`src/rtl/button_pkg.sv`:
```
// Shared types for the push-button front end: per-channel FSM state encoding
// and a small helper used to size the repeat timer.
package button_pkg;

   typedef enum logic [1:0] {
      BC_IDLE,
      BC_PRESSED,
      BC_HELD
   } bc_state_t;

   function automatic int bc_max(input int a, input int b);
      return (a > b) ? a : b;
   endfunction

endpackage

```
`src/rtl/button_conditioner_if.sv`:
```
// Button bundle between board pins and the control logic; the conditioner
// is the slave side, the consumer/driver of raw pins is the master side.
interface button_conditioner_if #(
   parameter int N_CH = 4
);
   import button_pkg::*;

   logic [N_CH-1:0] Bi;
   logic [N_CH-1:0] RepeatEn;
   logic [N_CH-1:0] Bo;
   logic [N_CH-1:0] Level;
   logic [N_CH-1:0] Held;
   // Per-channel FSM state, exported for observation only.
   bc_state_t [N_CH-1:0] State;

   modport master (
      output Bi, RepeatEn,
      input  Bo, Level, Held, State
   );

   modport slave (
      input  Bi, RepeatEn,
      output Bo, Level, Held, State
   );

endinterface

```
`src/rtl/button_channel.sv`:
```
// One button channel: 2-FF synchroniser, counter debounce, press/hold FSM
// with a shared delay/repeat timer. Input p is already polarity-corrected.
module button_channel
   import button_pkg::*;
#(
   parameter int DEBOUNCE_CYC = 4,
   parameter int REPEAT_DELAY = 16,
   parameter int REPEAT_RATE  = 4
) (
   input  logic      Clock,
   input  logic      Resetn,
   input  logic      p,
   input  logic      RepeatEn,
   output logic      Bo,
   output logic      Level,
   output logic      Held,
   output bc_state_t State
);

   localparam int TW = $clog2(bc_max(REPEAT_DELAY, REPEAT_RATE) + 1);
   localparam int CW = $clog2(DEBOUNCE_CYC + 1);
   localparam logic [TW-1:0] T_DELAY = TW'(REPEAT_DELAY - 1);
   localparam logic [TW-1:0] T_RATE  = TW'(REPEAT_RATE - 1);
   localparam logic [TW-1:0] T_ONE   = TW'(1);
   localparam logic [CW-1:0] C_LAST  = CW'(DEBOUNCE_CYC - 1);
   localparam logic [CW-1:0] C_ONE   = CW'(1);

   logic          s1;
   logic          s;
   logic [CW-1:0] cnt;
   logic          level_q;
   bc_state_t     state_q, state_d;
   logic [TW-1:0] timer_q, timer_d;
   logic          bo_q, bo_d;

   // Debounce: Level only flips after DEBOUNCE_CYC back-to-back disagreeing samples.
   always_ff @(posedge Clock) begin
      if (!Resetn) begin
         s1      <= 1'b0;
         s       <= 1'b0;
         cnt     <= '0;
         level_q <= 1'b0;
      end else begin
         s1 <= p;
         s  <= s1;
         if (s == level_q) begin
            cnt <= '0;
         end else if (cnt == C_LAST) begin
            level_q <= ~level_q;
            cnt     <= '0;
         end else begin
            cnt <= cnt + C_ONE;
         end
      end
   end

   always_ff @(posedge Clock) begin
      if (!Resetn) begin
         state_q <= BC_IDLE;
         timer_q <= '0;
         bo_q    <= 1'b0;
      end else begin
         state_q <= state_d;
         timer_q <= timer_d;
         bo_q    <= bo_d;
      end
   end

   // A release seen by the FSM always beats a timer expiry in the same cycle.
   always_comb begin
      state_d = state_q;
      timer_d = timer_q;
      bo_d    = 1'b0;
      unique case (state_q)
         BC_IDLE: begin
            if (level_q) begin
               bo_d    = 1'b1;
               timer_d = T_DELAY;
               state_d = BC_PRESSED;
            end
         end
         BC_PRESSED, BC_HELD: begin
            if (!level_q) begin
               state_d = BC_IDLE;
            end else if (timer_q == '0) begin
               state_d = BC_HELD;
               bo_d    = RepeatEn;
               timer_d = T_RATE;
            end else begin
               timer_d = timer_q - T_ONE;
            end
         end
         default: state_d = BC_IDLE;
      endcase
   end

   assign Bo    = bo_q;
   assign Level = level_q;
   // Qualified by Level so Held drops in the same cycle the debounced level falls.
   assign Held  = (state_q == BC_HELD) && level_q;
   assign State = state_q;

endmodule

```
`src/rtl/button_conditioner.sv`:
```
// Multi-channel push-button conditioner: applies input polarity and fans the
// bundle out to independent button_channel instances.
module button_conditioner
   import button_pkg::*;
#(
   parameter int N_CH          = 4,
   parameter int DEBOUNCE_CYC  = 4,
   parameter int REPEAT_DELAY  = 16,
   parameter int REPEAT_RATE   = 4,
   parameter bit ACTIVE_LOW_IN = 1'b1
) (
   input logic                 Clock,
   input logic                 Resetn,
   button_conditioner_if.slave bus
);

   logic [N_CH-1:0]      p;
   logic [N_CH-1:0]      bo;
   logic [N_CH-1:0]      level;
   logic [N_CH-1:0]      held;
   bc_state_t [N_CH-1:0] state;

   assign p = ACTIVE_LOW_IN ? ~bus.Bi : bus.Bi;

   for (genvar i = 0; i < N_CH; i++) begin : g_ch
      button_channel #(
         .DEBOUNCE_CYC (DEBOUNCE_CYC),
         .REPEAT_DELAY (REPEAT_DELAY),
         .REPEAT_RATE  (REPEAT_RATE)
      ) u_ch (
         .Clock    (Clock),
         .Resetn   (Resetn),
         .p        (p[i]),
         .RepeatEn (bus.RepeatEn[i]),
         .Bo       (bo[i]),
         .Level    (level[i]),
         .Held     (held[i]),
         .State    (state[i])
      );
   end

   assign bus.Bo    = bo;
   assign bus.Level = level;
   assign bus.Held  = held;
   assign bus.State = state;

endmodule
```
`src/flat_wrapper.sv`:
```
// flat-port wrapper written by rule: the top's interface ports become plain ports
module button_conditioner_flat import button_pkg::*;
#(
   parameter int N_CH          = 4,
   parameter int DEBOUNCE_CYC  = 4,
   parameter int REPEAT_DELAY  = 16,
   parameter int REPEAT_RATE   = 4,
   parameter bit ACTIVE_LOW_IN = 1'b1
)
  (Clock, Resetn, bus_Bi, bus_RepeatEn, bus_Bo, bus_Level, bus_Held, bus_State);
  button_conditioner_if #(.N_CH(N_CH)) bus_i ();
  input logic Clock;
  input logic Resetn;
  input wire logic [$bits(bus_i.Bi)-1:0] bus_Bi;
  input wire logic [$bits(bus_i.RepeatEn)-1:0] bus_RepeatEn;
  output wire logic [$bits(bus_i.Bo)-1:0] bus_Bo;
  output wire logic [$bits(bus_i.Level)-1:0] bus_Level;
  output wire logic [$bits(bus_i.Held)-1:0] bus_Held;
  output wire logic [$bits(bus_i.State)-1:0] bus_State;
  assign bus_i.Bi = bus_Bi;
  assign bus_i.RepeatEn = bus_RepeatEn;
  assign bus_Bo = bus_i.Bo;
  assign bus_Level = bus_i.Level;
  assign bus_Held = bus_i.Held;
  assign bus_State = bus_i.State;
  button_conditioner #(.N_CH(N_CH), .DEBOUNCE_CYC(DEBOUNCE_CYC), .REPEAT_DELAY(REPEAT_DELAY), .REPEAT_RATE(REPEAT_RATE), .ACTIVE_LOW_IN(ACTIVE_LOW_IN)) u_core (.Clock(Clock), .Resetn(Resetn), .bus(bus_i));
endmodule
```
`config.mk`:
```
export PLATFORM = sky130hd
export DESIGN_NAME = button_conditioner_flat
export DESIGN_NICKNAME = d
export VERILOG_FILES = /design/src/rtl/button_pkg.sv /design/src/rtl/button_conditioner_if.sv /design/src/rtl/button_channel.sv /design/src/rtl/button_conditioner.sv /design/src/flat_wrapper.sv
export SDC_FILE = /design/constraint.sdc
export NUM_CORES = 1
export LEC_CHECK = 0
export BUFFER_PORTS_ARGS = -buffer_cell sky130_fd_sc_hd__buf_2
export CAP_MARGIN = 20
export CORE_UTILIZATION = 50
export DETAILED_ROUTE_END_ITERATION = 10
export GPL_ROUTABILITY_DRIVEN = 1
export PLACE_DENSITY = 0.77
export SETUP_SLACK_MARGIN = 0.3
export SLEW_MARGIN = 20
export SYNTH_ARGS = -nofsm -noshare
export SYNTH_HDL_FRONTEND = slang
export SYNTH_SLANG_ARGS = --single-unit
```
`constraint.sdc`:
```
create_clock -name Clock -period 2.6 [get_ports Clock]
set_clock_uncertainty 0.05 [all_clocks]
set_input_delay 0.78 -clock Clock [delete_from_list [all_inputs] [get_ports Clock]]
set_output_delay 0.78 -clock Clock [all_outputs]
set_load 0.1 [all_outputs]
```
Word level (Yosys, flattened, before mapping)

Index checks and enable logic that the tools add are counted.

Equal/unequal tests: 28
Add/sub/neg operators: 8
Mux-type cells: 48
Bitwise gates (word level): 10
Reductions and logical operators: 36

Operators by type and width:

| kind                                                | count |
|---|---|
| two-way mux 5 bit                                   | 12 |
| one-hot mux 5 bit (2 select lines)                  | 4 |
| two-way mux 2 bit                                   | 12 |
| logical NOT 5 bit                                   | 4 |
| subtractor 5 x 1 -> 5 bit, second input constant    | 4 |
| != test 2 bit, second input constant                | 8 |
| one-hot mux 2 bit (2 select lines)                  | 4 |
| AND reduction 2 bit                                 | 8 |
| adder 3 x 1 -> 3 bit, second input constant         | 4 |
| equality test 3 x 2 -> 1 bit, second input constant | 4 |
| two-way mux 1 bit                                   | 12 |
| != test 3 bit, second input constant                | 4 |
| AND reduction 3 bit                                 | 4 |
| OR reduction 3 bit                                  | 4 |
| NOT 1 bit                                           | 9 |
| equality test 2 x 1 -> 1 bit, second input constant | 4 |
| equality test 2 bit, second input constant          | 4 |
| logical NOT 2 bit                                   | 4 |
| one-hot mux 1 bit (2 select lines)                  | 4 |
| nonzero test 2 bit                                  | 4 |
| OR reduction 2 bit                                  | 4 |
| equality test 1 bit                                 | 4 |
| logical AND 1 bit                                   | 4 |
| NOT 4 bit                                           | 1 |

Bits in registers: 56

Logic depth before layout (Yosys ltp)

Gate-level depths: netlist (run 1).

Word-level depth: 4
Mapped depth: 5
Gate-level depth less buffers: 5

Hierarchy

Synthesis (run 1) repeated with hierarchy kept, for this count alone.

Cells, all modules: 279
Area, all modules: 2690.1 µm²

Modules (own cells, without submodules):

| module                                   | area an instance (µm²) | cells an instance | times used |
|---|---|---|---|
| button_channel (u_core.g_ch[0].u_ch ...) | 671.9                  | 69                | 3 |
| button_channel (u_core.g_ch[3].u_ch)     | 659.4                  | 68                | 1 |
| button_conditioner                       | 15.0                   | 4                 | 1 |

Least setup slack after synthesis (run 1)

OpenSTA, ideal clock, no wires.

Path kind: register to output
Start point: register u_core.g_ch[0].u_ch.state_q[0]
End point: output port bus_Held[0]
Arrival time: 1762 ps
Path buffers: 1
Data required time: 1770 ps
Cell stages (with the launch flop): 5
Setup slack: 8 ps
Cells stage by stage: dfxtp_1 -> inv_1 -> ha_1 -> and2_1 -> buf_4

Word-level cells in the longest chain between the ends: 2

Ends and longest elaborated chain:

| what                   | RTL line              | text |
|---|---|---|
| start, declared        | button_channel.sv:32  | `bc_state_t state_q, state_d;` |
| start signal, assigned | button_channel.sv:63  | `state_q <= state_d;` |
| equality test 2 bit    | button_channel.sv:100 | `assign Held = (state_q == BC_HELD) && level_q;` |
| logical AND 1 bit      | button_channel.sv:100 |  |
| end, declared          | flat_wrapper.sv:18    | `output wire logic [$bits(bus_i.Held)-1:0] bus_Held;` |

No other way between the ends.

Worst setup path in the final report (run 1)

Ends and elaborated chain as after synthesis.

==> flow_metrics.py, run 1 <==
metrics = {
    "outcome": {
        "outcome": "completed",
    },
    "synth": {
        "synth_area_mm2": 0.00274,
        "synth_fa_ha_area_share_pct": 12.8,
        "synth_xor_xnor_area_share_pct": 1.28,
        "synth_fp_nets": 325,
        "synth_compound_area_share_pct": 15.6,
        "yosysUniqueCellTypes": 29,
        "synth-simple-area-share_pct": 18.3,
        "synthMuxAreaShare_pct": 2.92,
        "yosysWarnings": 0,
        "synth-seq-cells": 56,
        "synth_top_family_by_area": "simple AND/OR/NAND/NOR gates",
        "yosysSeqAreaShare_pct": 40.9,
        "syn_inst": 287,
        "avgSynthCellArea_um2": 9.55,
    },
    "sta": {
        "setup_viol": 0,
        "rsz0062_at_grt": "false",
        "maxSlewViolCount": 0,
        "fmax_mhz": 457,
        "fin_crit_ns": 2.19,
        "tns_ns": 0,
        "post-route-period-util_pct": 84.1,
        "slew-limit-headroom_pct": 64.0,
        "worst-slew-pin-transition_ns": 0.540,
        "finalHoldViolCount": 0,
    },
    "drt": {
        "wl_per_cell_um": 11.9,
        "drt_iter0_markers": 86,
        "wl_mm": 4.48,
        "vias": 1927,
        "vias_per_cell": 5.13,
        "drc": 0,
        "postRouteAntennaNets": 0,
        "first_pass_iters": 4,
    },
    "global_route": {
        "grt_use_total_pct": 16.7,
        "antenna_found_initial": 0,
        "overflow": 0,
        "grt_pass1_wl_mm": 7.81,
        "grt_pass1_vias": 1794,
        "grt_max_degree": 28,
    },
    "die": {
        "initial_utilization_pct": 52.6,
        "die_w_um": 76.0,
        "io_pins": 30,
        "fp-row-count": 26,
        "core-area_mm2": 0.00520,
        "die_h_um": 76.0,
        "dieArea_mm2": 0.00578,
    },
    "worst_setup_path": {
        "worstSetupPathType": "register to output port",
        "crit_arrival_ns": 1.36,
        "slowest_stage": "dfxtp_2",
        "crit_cells": 4,
        "worstPathRequired_ns": 1.77,
        "crit_path_start_kind": "register",
        "rr_startpoint": "u_core.g_ch[3].u_ch.State[1]",
        "cp.buffers_inverters": 2,
        "reg2reg_to": "u_core.g_ch[3].u_ch.timer_q[3]",
        "end_kind": "output port",
        "worstPathMaxFanout": 4,
        "startpoint": "u_core.g_ch[0].u_ch.State[0]",
        "cp_top_family": "flip-flops",
        "r2r.worst_path.cells": 5,
        "worstPathCellList": "inv_1 -> ha_1 -> and2_1 -> clkbuf_4",
        "slowest_delay_ns": 0.36,
        "r2r_slack_ns": 1.05,
        "crit_end": "bus_Held[0]",
    },
    "finish": {
        "multi_input_area_mm2": 0.00139,
        "final_cell_mix": "dfxtp_1, ha_1, inv_1, buf_2, nor2_1",
        "regArea_mm2": 0.00113,
        "fillCellCount": 480,
        "final_net_count": 343,
        "mostFrequentLayoutCell": "dfxtp_1",
        "area_growth_pct": 9.18,
        "drive_above_1_share_pct": 19.6,
        "antennaDiodeCount": 0,
    },
    "pwr": {
        "p_leak_nw": 1.29,
        "vdd_drop_max_mv": 0.477,
        "p_per_area_mw_per_mm2": 563,
        "total_power_w": 0.00168,
    },
    "cts": {
        "cts_tree": "built",
        "clockRootBuffer": "clkbuf_8",
        "cts_buffer_depth": 2,
        "h-tree-depth": 2,
        "cts_buffers": 5,
        "hold_buffers": 0,
        "clk_latency_ns": 0.31,
        "clock-sinks": 56,
        "clk_pin_slew_worst_paths_ns": 0.10,
    },
    "placed_design": {
        "gp_congestion": 0.781,
        "port_buffers": 29,
        "post-dp-hpwl_mm": 3.17,
    },
    "hold_path": {
        "hold_path_class": "register to register",
        "holdPathStages": 1,
    },
    "run": {
        "max-cap-violations": 0,
    },
}
## cells in the mapped netlist, drive strengths merged
master	number	share of area (%)
and2	12	2.7
o21a	12	3.3
inv	25	3.4
nor3	8	2.0
mux2i	8	2.9
buf	14	3.7
nor2b	4	0.91
a211oi	3	1.2
o21ai	13	2.4
dfxtp	56	41
nand2	18	2.5
a21oi	17	3.1
clkbuf	7	1.1
o21bai	4	1.1
a32oi	4	1.3
xnor2	4	1.3
ha	28	13
o221a	8	3.3
and3	4	0.91
nor3b	4	1.1
nor4b	4	3.5
nor2	26	3.7
or3	4	0.91
## stage by stage
step	instance area [um^2]	hold WS, ns	instances	utilization [%]	setup WS (ns)
5_1_grt	2990	0.393	376	57.5	0.328
3_3_place_gp	2870	0.360	368	55.2	0.702
4_1_cts	2980	0.381	376	57.3	0.326
6_report	2990	0.379	376	57.5	0.414
2_1_floorplan	2750	0.349	287	-	0.379
3_5_place_dp	2870	0.360	368	55.2	0.675
## flip-flops by register name (all words and copies together) (netlist names)
| register | cells |
|---|---|
| u_core.g_ch.u_ch.s | 4 |
| u_core.g_ch.u_ch.State | 8 |
| u_core.g_ch.u_ch.Level | 4 |
| u_core.g_ch.u_ch.s1 | 4 |
| u_core.g_ch.u_ch.Bo | 4 |
| u_core.g_ch.u_ch.cnt | 12 |
| u_core.g_ch.u_ch.timer_q | 20 |
## kinds of logic (layout without fill, tap and decap cells)
| group | Yosys count | count (layout) |
|---|---|---|
| XOR/XNOR | 4 | 4 |
| flip-flops | 56 | 56 |
| adder cells (fa/ha/maj) | 28 | 28 |
| AO/OA/AOI/OAI | 61 | 61 |
| buffers and inverters | 46 | 65 |
| AND/OR/NAND/NOR | 84 | 84 |
| multiplexers | 8 | 8 |
## worst min path at each step
stage                                    start                         end  slack (ns)
floorplan           u_core.g_ch[0].u_ch.cnt[0]  u_core.g_ch[0].u_ch.cnt[0]        0.35
global placement    u_core.g_ch[2].u_ch.cnt[0]  u_core.g_ch[2].u_ch.cnt[0]        0.36
detailed placement  u_core.g_ch[3].u_ch.cnt[0]  u_core.g_ch[3].u_ch.cnt[0]        0.36
CTS                 u_core.g_ch[3].u_ch.cnt[0]  u_core.g_ch[3].u_ch.cnt[0]        0.38
global route        u_core.g_ch[2].u_ch.cnt[0]  u_core.g_ch[2].u_ch.cnt[0]        0.39
finish              u_core.g_ch[0].u_ch.cnt[0]  u_core.g_ch[0].u_ch.cnt[0]        0.38
## power by group
group | total (W) | internal, W | switching, W | leakage [nW]
combinational | 0.000227 | 0.0000631 | 0.000164 | 0.773
sequential | 0.000895 | 0.000880 | 0.0000149 | 0.457
clock | 0.000562 | 0.000286 | 0.000276 | 0.0552
## per-layer routing
layer | wire length [um] | vias to the layer above | global-route usage [%]
met5 | 0 | - | 0
met4 | 63 | 0 | 5.77
met3 | 172 | 8 | 3.59
met2 | 2040 | 40 | 27.4
met1 | 2200 | 882 | 21.7
li1 | - | 997 | -
## what timing repair did
action                     in CTS  in global routing
hold endpoints to repair        0                  0
buffers inserted                0                  0
setup endpoints to repair       0                  4
gates resized for setup         0                  4
## layout make-up
cell class,instances,area share [%]
Multi-Input combinational cell,185,46.6
Clock buffer,6,2.43
Clock inverter,2,1.17
Timing Repair Buffer,32,5.94
Inverter,25,3.14
Sequential cell,56,37.8
Tap cell,70,2.93
No activity file was read; power rests on OpenSTA's default activity.
==> run 2, diff against run 1 <==
clock period = 2.1 ns   (was 2.6 ns; I/O delays follow)
==> run 2 against run 1 <==
Routed wire length is 8.2% higher. Final cell count is 2.4% higher. Sequential power is 24% higher. Critical path type unchanged. Critical path depth stayed put. Die area stayed put. First-iteration DRC count is 35% lower. Combinational power is 56% higher. Worst setup slack worse by 0.18 ns. Global-route usage is 1.4 points higher. Sequential share of layout area is 2.3 points lower. Largest cell class unchanged. Register-to-register slack worse by 0.70 ns. Worst hold slack worse by 0.0085 ns.
==> flow_metrics.py, run 2 (synthesized netlist as in run 1, its figures left out) <==
metrics = {
    "die": {
        "core-area_mm2": 0.00520,
        "fp-row-count": 26,
        "die_w_um": 76.0,
        "initial_utilization_pct": 52.6,
        "die_h_um": 76.0,
        "io_pins": 30,
        "dieArea_mm2": 0.00578,
    },
    "pwr": {
        "p_per_area_mw_per_mm2": 684,
        "p_leak_nw": 1.37,
        "vdd_drop_max_mv": 0.524,
    },
    "sta": {
        "post-route-period-util_pct": 89.0,
        "maxSlewViolCount": 0,
        "fmax_mhz": 535,
        "slew-limit-headroom_pct": 66.8,
        "rsz0062_at_grt": "true",
        "tns_ns": 0,
        "finalHoldViolCount": 0,
        "worst-slew-pin-transition_ns": 0.497,
        "setup_viol": 0,
        "fin_crit_ns": 1.87,
    },
    "finish": {
        "largest_reg_flops": 20,
        "antennaDiodeCount": 0,
        "drive_above_1_share_pct": 27.0,
        "final_net_count": 352,
        "multi_input_area_mm2": 0.00145,
        "fillCellCount": 437,
        "finalInstanceArea_mm2": 0.00326,
        "area_growth_pct": 18.8,
        "final_cell_mix": "dfxtp_1, nor2_1, ha_1",
        "mostFrequentLayoutCell": "dfxtp_1",
        "regMostFlops": "u_core.g_ch.u_ch.timer_q",
        "regArea_mm2": 0.00115,
    },
    "outcome": {
        "outcome": "completed",
    },
    "worst_setup_path": {
        "reg2reg_to": "u_core.g_ch[0].u_ch.timer_q[3]",
        "worstPathMaxFanout": 3,
        "crit_arrival_ns": 1.19,
        "rr_startpoint": "u_core.g_ch[0].u_ch.State[0]",
        "r2r_slack_ns": 0.35,
        "r2r.worst_path.cells": 7,
        "worstPathRequired_ns": 1.42,
        "crit_path_start_kind": "register",
        "worstSetupPathType": "register to output port",
        "end_kind": "output port",
    },
    "cts": {
        "cts_buffer_depth": 2,
        "hold_buffers": 0,
        "clockRootBuffer": "clkbuf_8",
        "clock-sinks": 56,
        "cts_buffers": 5,
        "clk_latency_ns": 0.31,
        "clk_pin_slew_worst_paths_ns": 0.10,
        "cts_tree": "built",
        "h-tree-depth": 2,
    },
    "hold_path": {
        "holdPathStages": 1,
        "holdCritStartpoint": "u_core.g_ch[0].u_ch.cnt[0]",
        "hold_path_class": "register to register",
        "worstHoldEndpoint": "u_core.g_ch[0].u_ch.cnt[0]",
    },
    "placed_design": {
        "port_buffers": 29,
        "post-dp-hpwl_mm": 3.23,
        "placed_area_mm2": 0.00291,
        "gp_congestion": 0.789,
    },
    "global_route": {
        "grt_pass1_vias": 1932,
        "antenna_found_initial": 0,
        "grt_use_total_pct": 18.1,
        "grt_max_degree": 28,
        "overflow": 0,
        "grt_pass1_wl_mm": 8.40,
    },
    "drt": {
        "postRouteAntennaNets": 0,
        "wl_mm": 4.84,
        "wl_per_cell_um": 12.6,
        "drc": 0,
        "first_pass_iters": 4,
        "drt_iter0_markers": 56,
        "vias": 1977,
        "vias_per_cell": 5.14,
    },
    "run": {
        "max-cap-violations": 0,
    },
}
-- run 2: metrics by stage --
| step | util (%) | setup WS (ns) | power, W | instances | hold WS [ns] |
|---|---|---|---|---|---|
| floorplan | - | 0.307 | 0.00136 | 287 | 0.349 |
| global placement | 55.9 | 0.357 | 0.00141 | 369 | 0.357 |
| detailed placement | 55.9 | 0.319 | 0.00142 | 369 | 0.362 |
| CTS | 62.1 | 0.212 | 0.00224 | 383 | 0.378 |
| global route | 62.5 | 0.184 | 0.00233 | 385 | 0.390 |
| finish | 62.5 | 0.230 | 0.00223 | 385 | 0.371 |
-- run 2: worst max-delay path, cell delays in order (launching register included) --
cell and delay [ns]:
dfxtp_4 0.38, inv_4 0.05, ha_4 0.15, and2_4 0.15, buf_12 0.16
-- run 2: how the worst max path moves through the flow --
stage,slack (ns),from,end,cells past startpoint
floorplan,0.31,u_core.g_ch[0].u_ch.State[0],bus_Held[0],4
global placement,0.36,u_core.g_ch[0].u_ch.State[0],bus_Held[0],4
detailed placement,0.32,u_core.g_ch[2].u_ch.State[0],bus_Held[2],4
CTS,0.21,u_core.g_ch[2].u_ch.State[0],bus_Held[2],4
global route,0.18,u_core.g_ch[2].u_ch.State[0],bus_Held[2],4
finish,0.23,u_core.g_ch[2].u_ch.State[0],bus_Held[2],4
-- run 2: layer usage --
metal / vias up / wire (um) / global-route usage [%]
met5: - / 0 / 0
met3: 6 / 136 / 4.67
met1: 931 / 2230 / 20.2
met2: 23 / 2430 / 32.6
met4: 0 / 48 / 7.50
li1: 1017 / - / -
-- run 2: area by class of cell --
class,count,share of cell area [%]
Clock buffer,7,2.96
Clock inverter,1,0.922
Inverter,25,3.19
Multi-Input combinational cell,185,44.7
Sequential cell,56,35.5
Tap cell,70,2.69
Timing Repair Buffer,41,10.1
-- run 2: power breakdown --
group | leakage, nW | switching (W) | internal (W)
clock | 0.0645 | 0.000339 | 0.000421
combinational | 0.840 | 0.000225 | 0.000129
sequential | 0.461 | 0.0000251 | 0.00109
total | 1.37 | 0.000589 | 0.00164
-- run 2: repair_timing --
item | 4_1_cts | 5_1_grt
setup buffers | 6 | 2
endpoints found under the setup margin | 16 | 6
pin swaps | 3 | 0
gates resized for setup | 42 | 2
hold endpoints to repair | 0 | 0
==> run 3, diff against run 2 <==
CORE_UTILIZATION = 30   (was 50)
PLACE_DENSITY = 0.53   (was 0.77)
==> run 3 against run 2 <==
Die area rose by 65%. Routed wire length decreased by 0.50%. Critical endpoint is now bus_Held[0]. Register-to-register slack about the same. Non-clock buffer count did not move. Largest power group unchanged.
==> flow_metrics.py, run 3 (synthesized netlist as in run 1, its figures left out) <==
metrics = {
    "outcome": {
        "outcome": "completed",
    },
    "sta": {
        "rsz0062_at_grt": "true",
        "fin_crit_ns": 1.86,
        "post-route-period-util_pct": 88.7,
        "slew-limit-headroom_pct": 68.0,
        "maxSlewViolCount": 0,
        "fmax_mhz": 537,
        "setup_viol": 0,
        "layout_setup_ws_ns": 0.238,
        "tns_ns": 0,
        "worst-slew-pin-transition_ns": 0.483,
        "finalHoldViolCount": 0,
    },
    "die": {
        "die_h_um": 97.6,
        "initial_utilization_pct": 31.3,
        "core-area_mm2": 0.00876,
        "dieArea_mm2": 0.00952,
        "die_w_um": 97.6,
        "io_pins": 30,
        "fp-row-count": 34,
    },
    "global_route": {
        "overflow": 0,
        "grt_max_degree": 28,
        "grt_pass1_vias": 1882,
        "antenna_found_initial": 0,
        "grt_use_total_pct": 10.9,
        "grt_pass1_wl_mm": 8.62,
    },
    "worst_setup_path": {
        "crit_path_start_kind": "register",
        "worstPathRequired_ns": 1.42,
        "reg2reg_to": "u_core.g_ch[3].u_ch.timer_q[3]",
        "r2r.worst_path.cells": 7,
        "rr_startpoint": "u_core.g_ch[3].u_ch.State[0]",
        "r2r_slack_ns": 0.36,
        "worstSetupPathType": "register to output port",
        "crit_arrival_ns": 1.18,
        "end_kind": "output port",
        "worstPathMaxFanout": 4,
    },
    "finish": {
        "drive_above_1_share_pct": 27.0,
        "final_net_count": 352,
        "fillCellCount": 901,
        "regArea_mm2": 0.00115,
        "multi_input_area_mm2": 0.00145,
        "final_cell_mix": "dfxtp_1, nor2_1, ha_1",
        "antennaDiodeCount": 0,
        "largest_reg_flops": 20,
        "regMostFlops": "u_core.g_ch.u_ch.timer_q",
        "mostFrequentLayoutCell": "dfxtp_1",
        "area_growth_pct": 19.0,
    },
    "pwr": {
        "p_per_area_mw_per_mm2": 632,
        "p_leak_nw": 1.35,
        "vdd_drop_max_mv": 0.346,
        "total_power_w": 0.00206,
    },
    "cts": {
        "h-tree-depth": 2,
        "clockRootBuffer": "clkbuf_8",
        "clk_latency_ns": 0.30,
        "cts_buffer_depth": 2,
        "clock-sinks": 56,
        "clk_pin_slew_worst_paths_ns": 0.10,
        "cts_tree": "built",
        "cts_buffers": 5,
    },
    "drt": {
        "vias": 1939,
        "postRouteAntennaNets": 0,
        "wl_per_cell_um": 11.4,
        "drt_iter0_markers": 35,
        "drc": 0,
        "wl_mm": 4.82,
        "first_pass_iters": 4,
        "vias_per_cell": 4.58,
    },
    "placed_design": {
        "post-place-ws_ns": 0.329,
        "gp_congestion": 0.739,
        "port_buffers": 29,
        "post-dp-hpwl_mm": 3.25,
    },
    "hold_path": {
        "worstHoldEndpoint": "u_core.g_ch[3].u_ch.cnt[0]",
        "hold_path_class": "register to register",
        "holdPathStages": 1,
        "holdCritStartpoint": "u_core.g_ch[3].u_ch.cnt[0]",
    },
    "run": {
        "max-cap-violations": 0,
    },
}
-- run 3: cell types whose count changed in the layout (fill, tap and decap cells not counted), sizes merged --
cell | before | now
clkbuf | 8 | 13
bufinv | 1 | 0
clkinv | 0 | 2
buf | 40 | 34
-- run 3: worst max path at each step --
stage	from	endpoint	slack, ns	cells after the start
2_1_floorplan	u_core.g_ch[0].u_ch.State[0]	bus_Held[0]	0.31	4
3_3_place_gp	u_core.g_ch[0].u_ch.State[0]	bus_Held[0]	0.35	4
3_5_place_dp	u_core.g_ch[1].u_ch.State[0]	bus_Held[1]	0.33	4
4_1_cts	u_core.g_ch[0].u_ch.State[0]	bus_Held[0]	0.23	4
5_1_grt	u_core.g_ch[0].u_ch.State[0]	bus_Held[0]	0.19	4
6_report	u_core.g_ch[0].u_ch.State[0]	bus_Held[0]	0.24	4
-- run 3: worst max-delay path, cell delays in order (launching register included) --
cell	delay (ns)
dfxtp_4	0.38
inv_4	0.04
ha_4	0.14
and2_4	0.16
buf_12	0.16
-- run 3: repair_timing --
item	CTS	global route
setup endpoints to repair	7	12
hold buffers	0	0
setup buffers	7	1
resized for setup	30	7
pin swaps	4	1
-- run 3: stage by stage --
step / instances / cell area (um^2) / hold WS [ns] / util [%]
2_1_floorplan: 287 / 2830 / 0.349 / -
6_report: 423 / 3260 / 0.378 / 37.2
3_5_place_dp: 407 / 2970 / 0.366 / 33.9
5_1_grt: 423 / 3260 / 0.403 / 37.2
3_3_place_gp: 407 / 2970 / 0.356 / 33.9
4_1_cts: 422 / 3240 / 0.383 / 36.9
-- run 3: area by class of cell --
class | count | share of cell area [%]
clock inverter | 2 | 0.307
timing repair buffer | 41 | 9.82
clock buffer | 6 | 2.53
sequential | 56 | 35.4
tap | 108 | 4.14
multi-input combinational | 185 | 44.6
inverter | 25 | 3.18
-- run 3: where the power goes --
part           leakage, nW  internal, W  switching, W
sequential           0.461      0.00109     0.0000246
clock               0.0510     0.000264      0.000341
combinational        0.835     0.000122      0.000221
-- run 3: routing by layer --
layer | track usage [%] | wire length [um] | vias up | part of all wire (%)
met5 | 0 | 0 | - | 0
met3 | 2.81 | 154 | 4 | 3.2
met1 | 14.2 | 2450 | 896 | 51
li1 | - | - | 1015 | -
met4 | 3.39 | 46 | 0 | 0.95
met2 | 17.5 | 2170 | 24 | 45
